==> src/rtl/pipeline_hazard_ctrl.sv <==
// Stall/flush sequencer for the 5-stage pipeline: load-use bubbles, branch squash, exec/mem waits.
// Optional statistics counters are built when HAZARD_CTRL_STATS_EN is defined.
module pipeline_hazard_ctrl #(
  parameter int REG_ADDR_WIDTH = 5,
  parameter int ADDR_WIDTH     = 32,
  parameter int MEM_TIMEOUT    = 255
`ifdef HAZARD_CTRL_STATS_EN
  ,
  parameter int CNT_WIDTH      = 32
`endif
) (
  input  logic                      clk,
  input  logic                      rst_n,
  input  logic [REG_ADDR_WIDTH-1:0] dec_rs_addr,
  input  logic [REG_ADDR_WIDTH-1:0] dec_rt_addr,
  input  logic                      dec_uses_rs,
  input  logic                      dec_uses_rt,
  input  logic                      exec_mem_enable,
  input  logic                      exec_mem_rw,
  input  logic                      exec_wb_reg,
  input  logic [REG_ADDR_WIDTH-1:0] exec_write_addr,
  input  logic                      exec_busy,
  input  logic                      branch_taken,
  input  logic [ADDR_WIDTH-1:0]     branch_target,
  input  logic                      mem_req,
  input  logic                      mem_ack,
  output logic                      pc_write,
  output logic                      redirect_valid,
  output logic [ADDR_WIDTH-1:0]     redirect_target,
  output logic                      stall_f2d,
  output logic                      stall_d2e,
  output logic                      stall_e2m,
  output logic                      stall_m2w,
  output logic                      flush_f2d,
  output logic                      flush_d2e,
  output logic                      flush_e2m,
  output logic                      flush_m2w,
  output logic                      mem_timeout
`ifdef HAZARD_CTRL_STATS_EN
  ,
  output logic [CNT_WIDTH-1:0]      stall_cycles,
  output logic [CNT_WIDTH-1:0]      flush_events,
  output logic [CNT_WIDTH-1:0]      loaduse_events
`endif
);

  localparam int WCNT_W = (MEM_TIMEOUT < 2) ? 1 : $clog2(MEM_TIMEOUT + 1);
  localparam logic [WCNT_W-1:0] TO_VAL = WCNT_W'(MEM_TIMEOUT);

  localparam logic [1:0] S_RUN       = 2'd0;
  localparam logic [1:0] S_EXEC_WAIT = 2'd1;
  localparam logic [1:0] S_MEM_WAIT  = 2'd2;

  // stall/flush bit order: [0]=f2d [1]=d2e [2]=e2m [3]=m2w
  typedef struct packed {
    logic       pc_write;
    logic       redirect;
    logic [3:0] stall;
    logic [3:0] flush;
  } ctrl_t;

  localparam ctrl_t C_MEM  = '{pc_write: 1'b0, redirect: 1'b0, stall: 4'b0111, flush: 4'b1000};
  localparam ctrl_t C_BUSY = '{pc_write: 1'b0, redirect: 1'b0, stall: 4'b0011, flush: 4'b0100};

  logic [1:0]        r_state;
  logic [WCNT_W-1:0] r_wait_cnt;
  logic              r_mem_timeout;

  logic [1:0]        w_nstate;
  logic [WCNT_W-1:0] w_ncnt;
  logic              w_set_to;
  logic              w_eval;
  logic              w_eval_mem;
  logic              w_load_use;
  ctrl_t             w_ctrl;
  ctrl_t             w_out;

  assign w_load_use = exec_mem_enable && !exec_mem_rw && exec_wb_reg &&
                      (exec_write_addr != '0) &&
                      ((dec_uses_rs && (dec_rs_addr == exec_write_addr)) ||
                       (dec_uses_rt && (dec_rt_addr == exec_write_addr)));

  always_comb begin
    w_ctrl     = '0;
    w_nstate   = S_RUN;
    w_ncnt     = '0;
    w_set_to   = 1'b0;
    w_eval     = 1'b0;
    w_eval_mem = 1'b0;
    unique case (r_state)
      S_EXEC_WAIT: begin
        if (exec_busy) begin
          w_ctrl   = C_BUSY;
          w_nstate = S_EXEC_WAIT;
        end else begin
          w_eval     = 1'b1;
          w_eval_mem = 1'b1;
        end
      end
      S_MEM_WAIT: begin
        if (!mem_ack && (r_wait_cnt != TO_VAL)) begin
          w_ctrl   = C_MEM;
          w_nstate = S_MEM_WAIT;
          w_ncnt   = r_wait_cnt + WCNT_W'(1);
        end else begin
          // a watchdog release re-evaluates the frozen exec instr like a real ack
          w_eval   = 1'b1;
          w_set_to = !mem_ack;
        end
      end
      default: begin
        w_eval     = 1'b1;
        w_eval_mem = 1'b1;
      end
    endcase

    if (w_eval) begin
      if (w_eval_mem && mem_req && !mem_ack) begin
        w_ctrl   = C_MEM;
        w_nstate = S_MEM_WAIT;
        w_ncnt   = WCNT_W'(1);
      end else if (exec_busy) begin
        w_ctrl   = C_BUSY;
        w_nstate = S_EXEC_WAIT;
      end else if (branch_taken) begin
        w_ctrl.pc_write = 1'b1;
        w_ctrl.redirect = 1'b1;
        w_ctrl.flush    = 4'b0011;
      end else if (w_load_use) begin
        w_ctrl.stall = 4'b0001;
        w_ctrl.flush = 4'b0010;
      end else begin
        w_ctrl.pc_write = 1'b1;
      end
    end
  end

  always_ff @(posedge clk or negedge rst_n) begin
    if (!rst_n) begin
      r_state       <= S_RUN;
      r_wait_cnt    <= '0;
      r_mem_timeout <= 1'b0;
    end else begin
      r_state       <= w_nstate;
      r_wait_cnt    <= w_ncnt;
      r_mem_timeout <= r_mem_timeout | w_set_to;
    end
  end

  // reset forces every control low without waiting for a clock edge
  assign w_out = rst_n ? w_ctrl : '0;

  assign pc_write        = w_out.pc_write;
  assign redirect_valid  = w_out.redirect;
  assign redirect_target = w_out.redirect ? branch_target : '0;
  assign stall_f2d       = w_out.stall[0];
  assign stall_d2e       = w_out.stall[1];
  assign stall_e2m       = w_out.stall[2];
  assign stall_m2w       = w_out.stall[3];
  assign flush_f2d       = w_out.flush[0];
  assign flush_d2e       = w_out.flush[1];
  assign flush_e2m       = w_out.flush[2];
  assign flush_m2w       = w_out.flush[3];
  assign mem_timeout     = r_mem_timeout;

`ifdef HAZARD_CTRL_STATS_EN
  logic [CNT_WIDTH-1:0] r_stall_cycles;
  logic [CNT_WIDTH-1:0] r_flush_events;
  logic [CNT_WIDTH-1:0] r_loaduse_events;
  logic                 w_lu_evt;

  // the load-use bubble is the only response that holds f2d alone
  assign w_lu_evt = (w_ctrl.stall == 4'b0001);

  always_ff @(posedge clk or negedge rst_n) begin
    if (!rst_n) begin
      r_stall_cycles   <= '0;
      r_flush_events   <= '0;
      r_loaduse_events <= '0;
    end else begin
      if (!w_ctrl.pc_write && (r_stall_cycles != '1))
        r_stall_cycles <= r_stall_cycles + CNT_WIDTH'(1);
      if (w_ctrl.redirect && (r_flush_events != '1))
        r_flush_events <= r_flush_events + CNT_WIDTH'(1);
      if (w_lu_evt && (r_loaduse_events != '1))
        r_loaduse_events <= r_loaduse_events + CNT_WIDTH'(1);
    end
  end

  assign stall_cycles   = r_stall_cycles;
  assign flush_events   = r_flush_events;
  assign loaduse_events = r_loaduse_events;
`else
  // statistics counters not built
`endif

endmodule

==> config.mk <==
export PLATFORM = sky130hd
export DESIGN_NAME = pipeline_hazard_ctrl
export DESIGN_NICKNAME = d
export VERILOG_FILES = /design/src/rtl/pipeline_hazard_ctrl.sv
export SDC_FILE = /design/constraint.sdc
export NUM_CORES = 1
export LEC_CHECK = 0
export BUFFER_PORTS_ARGS = -buffer_cell sky130_fd_sc_hd__buf_4
export CORE_MARGIN = 5
export CORE_UTILIZATION = 34
export CTS_CLUSTER_DIAMETER = 120
export DETAILED_ROUTE_END_ITERATION = 8
export PLACE_DENSITY = 0.77
export SLEW_MARGIN = 5
export SYNTH_ARGS = -nofsm -noshare
export SYNTH_HDL_FRONTEND = slang
export SYNTH_SLANG_ARGS = --single-unit
export TNS_END_PERCENT = 30
==> constraint.sdc <==
create_clock -name clk -period 1.95 [get_ports clk]
set_input_delay 0.195 -clock clk [delete_from_list [all_inputs] [get_ports clk]]
set_output_delay 0.195 -clock clk [all_outputs]
set_load 0.05 [all_outputs]
-- After elaboration in Yosys (flattened, before gate mapping)
Index checks and enable logic that the tools add are counted.
- shift operators: 0
- equal/unequal tests: 5
- order comparisons: 0
- add/subtract/negate cells: 1
- reductions and logical operators: 13
- $mul: 0
- bitwise gates (word level): 1
- divide/modulo/power cells: 0
- mux-type cells: 30
- operators by type and width (operator ; count):
    10-bit two-way mux ; 4
    8-bit two-way mux ; 5
    32-bit two-way mux ; 1
    7-bit one-hot mux with 2 select lines ; 1
    5-bit == test ; 2
    1-bit logical AND ; 9
    8-bit by 1-bit adder with 8-bit output (second input constant) ; 1
    1-bit two-way mux ; 8
    2-bit two-way mux ; 4
    4-bit two-way mux ; 2
    8-bit inequality test (second input constant) ; 1
    7-bit two-way mux ; 1
    6-bit two-way mux ; 1
    5-bit nonzero test ; 1
    1-bit one-hot mux with 2 select lines ; 2
    2-bit one-hot mux with 2 select lines ; 1
    2-bit by 1-bit == test with 1-bit output (second input constant) ; 1
    2-bit == test (second input constant) ; 1
    1-bit zero test ; 2
    1-bit logical OR ; 1
    1-bit OR ; 1
- register bits after elaboration: 11
- memories: 0
- ROM bits: 0
- output and inout bits: 43
- word-level logic and storage cells: 53
- bits of input ports: 58
- memory bits (writable): 0
- bits in latches: 0

-- Depth between registers and ports, before layout
- depth in word-level cells: 12
- mapped depth: 8

-- Worst setup path before layout
No wires, ideal clock.
- path type: flip-flop to output port
- from: reg r_state[0]
- to: out flush_m2w
- arrival: 2.811 ns
- buffers on the path: 0
- stages on the path, launching flop included: 7
- setup slack: -1.056 ns
- path through: dfrtp_1 -> inv_1 -> ha_1 -> nor2b_1 -> o21ai_1 -> or3_1 -> o41ai_1
- cells in the longest elaborated chain, start to end: 8
- RTL lines (what ; line ; text):
    from (decl) ; 65 ; logic [1:0] r_state;
    from (signal assigned) ; 144 ; r_state <= w_nstate;
    2-bit == test / 2-bit by 1-bit == test with 1-bit output (equally long branches) ; 90 ; unique case (r_state)
    7-bit one-hot mux with 2 select lines ; 90 ;
    8-bit two-way mux ; 129 ; end else if (w_load_use) begin
    4-bit two-way mux ; 125 ; end else if (branch_taken) begin
    10-bit two-way mux ; 122 ; end else if (exec_busy) begin
    10-bit two-way mux ; 118 ; if (w_eval_mem && mem_req && !mem_ack) begin
    10-bit two-way mux (*) ; 117 ; if (w_eval) begin
    10-bit two-way mux (*) ; 151 ; assign w_out = rst_n ? w_ctrl : '0;
    to (decl) ; 37 ; output logic flush_m2w,
Every way passes the cells marked *; elsewhere a longest branch is shown, timed or not.

-- Final worst setup path
- from: reg r_state[1]
- to: out redirect_target[1]
- cells in the longest elaborated chain, start to end: 8
- RTL lines (what ; line ; text):
    2-bit == test / 2-bit by 1-bit == test with 1-bit output (equally long branches) ; 90 ;
    1-bit one-hot mux with 2 select lines ; 90 ;
    1-bit logical AND (2 in series) ; 118 ;
    10-bit two-way mux ; 118 ;
    10-bit two-way mux (*) ; 117 ;
    10-bit two-way mux (*) ; 151 ;
    32-bit two-way mux (*) ; 155 ; assign redirect_target = w_out.redirect ? branch_target : '0;
    to (decl) ; 29 ; output logic [ADDR_WIDTH-1:0] redirect_target,
Marks and branches as above.

==> impl_metrics.py <==
metrics = {
    "grt": {
        "grt_usage_pct": 28.1,
        "grt_antenna_before_repair": 0,
        "grt_pass1_wl_um": 9330,
        "globalRouteOverflowTotal": 0,
        "grt_max_degree": 13,
        "grt_pass1_vias": 1706,
    },
    "power": {
        "worst_ir_drop_vdd_mv": 0.713,
        "leakage_nw": 1.26,
        "power_density_nw_per_um2": 908,
    },
    "sta": {
        "max_freq_mhz": 427,
        "finalCritPeriodShare_pct": 120,
        "finalMaxSlewViolations": 0,
        "final.min_clock_period_ns": 2.34,
        "fin_tns_setup_ns": -13.34,
        "grt_setup_unrepaired": "yes",
        "fin_hold_ws_ns": 0.217,
        "timing_hold_violations_final": 0,
        "worstMarginPinSlew_ns": 0.505,
        "final_critical_path_setup_slack_ns": -0.390,
        "report.final.setup_viol": 41,
        "maxSlewHeadroom_pct": 66.2,
        "worst_case_clock_skew_ns": 0.00417,
    },
    "place": {
        "place_hpwl_um": 3860,
        "globalplace.congestion": 0.805,
        "post-place-cells": 303,
        "buffer_ports.inserted": 99,
    },
    "layout": {
        "finish.net_count": 332,
        "final.fill_count": 179,
        "core_occupancy_in_the_finished_layout_pct": 84.0,
        "drive_gt1_share_pct": 70.0,
        "register_area_um2": 275,
        "diodes_inserted": 0,
        "layout-area-overhead-vs-synth_pct": 134,
        "multi_input_comb_area_um2": 1020,
        "layout.cells.non_filler": 314,
    },
    "clocking": {
        "clockBufferDepth": 2,
        "tritoncts": "yes",
        "ctsRootBufferMaster": "sky130_fd_sc_hd__clkbuf_4",
        "clkSinkCount": 11,
        "cts-buffers-inserted": 3,
        "htree_levels": 1,
        "clock_insertion_delay_worst_skew_ns": 0.27,
        "clk_pin_slew_worst_paths_ns": 0.07,
    },
    "worst_setup_path": {
        "setup.worst_path.end": "redirect_target[1]",
        "critical_path.max_stage_delay_ns": 0.42,
        "r2r_slack_ns": 0.17,
        "cp_slowest_cell": "sky130_fd_sc_hd__dfrtp_1",
        "critical_path.startpoint_type": "register",
        "worstPathMaxFanout": 8,
        "crit_chain": "inv_2 > ha_4 > nand2_2 > and4b_2 > nor2_4 > and4_4 > and2_1 > buf_6",
        "setup.worst_path.end_class": "output port",
        "worst_ep_required_time_ns": 1.75,
        "critical_path.reg2reg.endpoint": "r_wait_cnt[2]",
        "worst-setup-path-type": "reg2out",
        "crit_path_start": "r_state[1]",
        "r2r_start": "r_state[0]",
        "worst_ep_arrival_time_ns": 2.15,
        "ff2ff_path_depth": 7,
    },
    "synthesis": {
        "synth_seq_area_share_pct": 24.7,
        "netlist_area_um2": 1110,
        "ys_seq_elements": 11,
        "synth.net_count": 199,
        "share_of_cell_area_taken_by_muxes_after_synthesis_pct": 0,
        "synth-compound-area-share_pct": 13.9,
        "asyncSetResetFlopFracSynth_pct": 100,
        "netlist-cell-type-count": 38,
        "xor_xnor_portion_of_the_synthesized_cell_area_pct": 12.6,
        "yosys.area_share.simple_pct": 38.6,
        "synth_edf_count": 0,
        "area_share_of_fa_ha_maj_cells_after_synthesis_pct": 3.37,
        "avgSynthCellArea_um2": 8.06,
        "main_combinational_cell_family_by_area_after_synthesis": "simple AND/OR/NAND/NOR gates",
        "synthCells": 138,
        "yosysWarningCount": 0,
        "postSynth.topFlopCell": "sky130_fd_sc_hd__dfrtp_1",
    },
    "route": {
        "route.detailed.wl_per_inst_um": 20.7,
        "ant_nets": 0,
        "mean_number_of_vias_per_cell": 5.18,
        "drcViolationCount": 0,
        "detail_route.wirelength_um": 6510,
        "detailedRoute.firstPassIterationCount": 4,
        "number_of_vias_in_the_routed_layout": 1627,
        "dr.first_iter.drc_count": 138,
    },
    "outcome": {
        "violations": "setup timing",
        "status": "complete, but fails checks",
    },
    "die": {
        "die_footprint_um2": 4520,
        "core_um2": 3100,
        "design.portCount": 101,
        "die_width_um": 67.2,
        "rows": 20,
        "die_y_um": 67.2,
        "start_util_pct": 35.8,
    },
    "run": {
        "maxCapViolCount": 0,
    },
    "hold_path": {
        "holdCritPathClass": "in2reg",
    },
}
-- how the worst min path moves through the flow --
| stage | cells past startpoint | to | start |
|---|---|---|---|
| floorplan | 0 | mem_timeout | rst_n |
| global placement | 1 | mem_timeout | rst_n |
| detailed placement | 1 | mem_timeout | rst_n |
| CTS | 3 | r_state[0] | exec_busy |
| global route | 3 | r_state[0] | exec_busy |
| finish | 3 | r_state[0] | exec_busy |
-- logic make-up (layout without fill, tap and decap cells) --
group,count (synthesis),after routing
flops,11,11
xor+xnor,16,16
compound gates,21,21
simple gates,75,80
other cells,1,1
buf+inv,11,138
fa+ha+maj,3,3
-- cells in the final DEF, fill, tap and decap left out, types with 5 or more instances in the layout --
master                    netlist  final
sky130_fd_sc_hd__xnor2_1       13     13
sky130_fd_sc_hd__and2_4         0     21
sky130_fd_sc_hd__buf_8          0     22
sky130_fd_sc_hd__nor2_1        12     11
sky130_fd_sc_hd__buf_6          3     21
sky130_fd_sc_hd__and2_2         0     10
sky130_fd_sc_hd__nand2_1        8      6
sky130_fd_sc_hd__and4_4         1      5
sky130_fd_sc_hd__dfrtp_1       11     11
sky130_fd_sc_hd__buf_4          2     84
-- power breakdown --
group          switching, mW  total [mW]  leakage (nW)  internal [mW]
combinational           1.05        1.93          1.09          0.879
clock                 0.0770       0.156        0.0150         0.0793
sequential            0.0320       0.287         0.151          0.255
-- synth_stat cells (2+ instances only) --
library cell | number | area (um^2)
sky130_fd_sc_hd__a211oi_1 | 2 | 15.0
sky130_fd_sc_hd__a21o_1 | 3 | 22.5
sky130_fd_sc_hd__a21oi_1 | 2 | 10.0
sky130_fd_sc_hd__and2_1 | 35 | 219
sky130_fd_sc_hd__and3_1 | 3 | 18.8
sky130_fd_sc_hd__buf_4 | 2 | 15.0
sky130_fd_sc_hd__buf_6 | 3 | 33.8
sky130_fd_sc_hd__dfrtp_1 | 11 | 275
sky130_fd_sc_hd__ha_1 | 3 | 37.5
sky130_fd_sc_hd__inv_1 | 6 | 22.5
sky130_fd_sc_hd__nand2_1 | 8 | 30.0
sky130_fd_sc_hd__nand2b_1 | 2 | 12.5
sky130_fd_sc_hd__nand3_1 | 4 | 20.0
sky130_fd_sc_hd__nand4_1 | 2 | 12.5
sky130_fd_sc_hd__nor2_1 | 12 | 45.0
sky130_fd_sc_hd__o21ai_0 | 3 | 15.0
sky130_fd_sc_hd__o21ai_1 | 2 | 10.0
sky130_fd_sc_hd__xnor2_1 | 13 | 114
sky130_fd_sc_hd__xor2_1 | 3 | 26.3
-- area by class of cell --
cell class | instances | area share (%)
timing repair buffer | 128 | 46.3
multi-input combinational | 121 | 39.2
sequential | 11 | 10.6
tap | 44 | 2.11
clock buffer | 4 | 1.01
inverter | 6 | 0.864
-- worst max-delay path, delay by kind of cell (launching register included) --
family	cells	cell delay (ns)
fa+ha+maj	1	0.17
flops	1	0.42
simple gates	5	1.04
buf+inv	2	0.25
-- state kept, by name (all words and copies together), names as in the netlist --
name	flops
mem_timeout	1
r_state	2
r_wait_cnt	8
-- layer usage --
layer / global-route usage (%) / vias up / share of wire, % / wire length [um]
met2: 51.3 / 82 / 51 / 3320
met3: 7.99 / 20 / 9.2 / 597
met5: 0 / - / 0 / 0
met1: 29.4 / 783 / 36 / 2320
met4: 13.4 / 0 / 4.1 / 266
li1: - / 742 / - / -
-- per-stage QoR --
stage | setup WS (ns) | instance area [um^2] | power [mW]
global placement | -0.120 | 2190 | 1.72
detailed placement | -0.142 | 2190 | 1.73
CTS | -0.304 | 2550 | 2.19
floorplan | -0.102 | 1250 | 1.20
finish | -0.390 | 2610 | 2.37
global route | -0.497 | 2610 | 2.46
-- repair_timing --
| action | in CTS | in global routing |
|---|---|---|
| gates cloned | 5 | 0 |
| hold buffers | 1 | 0 |
| gates resized for setup | 74 | 17 |
| setup endpoints to repair | 41 | 43 |
| hold endpoints to repair | 11 | 0 |
| buffers inserted | 1 | 1 |
| pin swaps | 19 | 17 |
(Power assumes the default switching activity.)
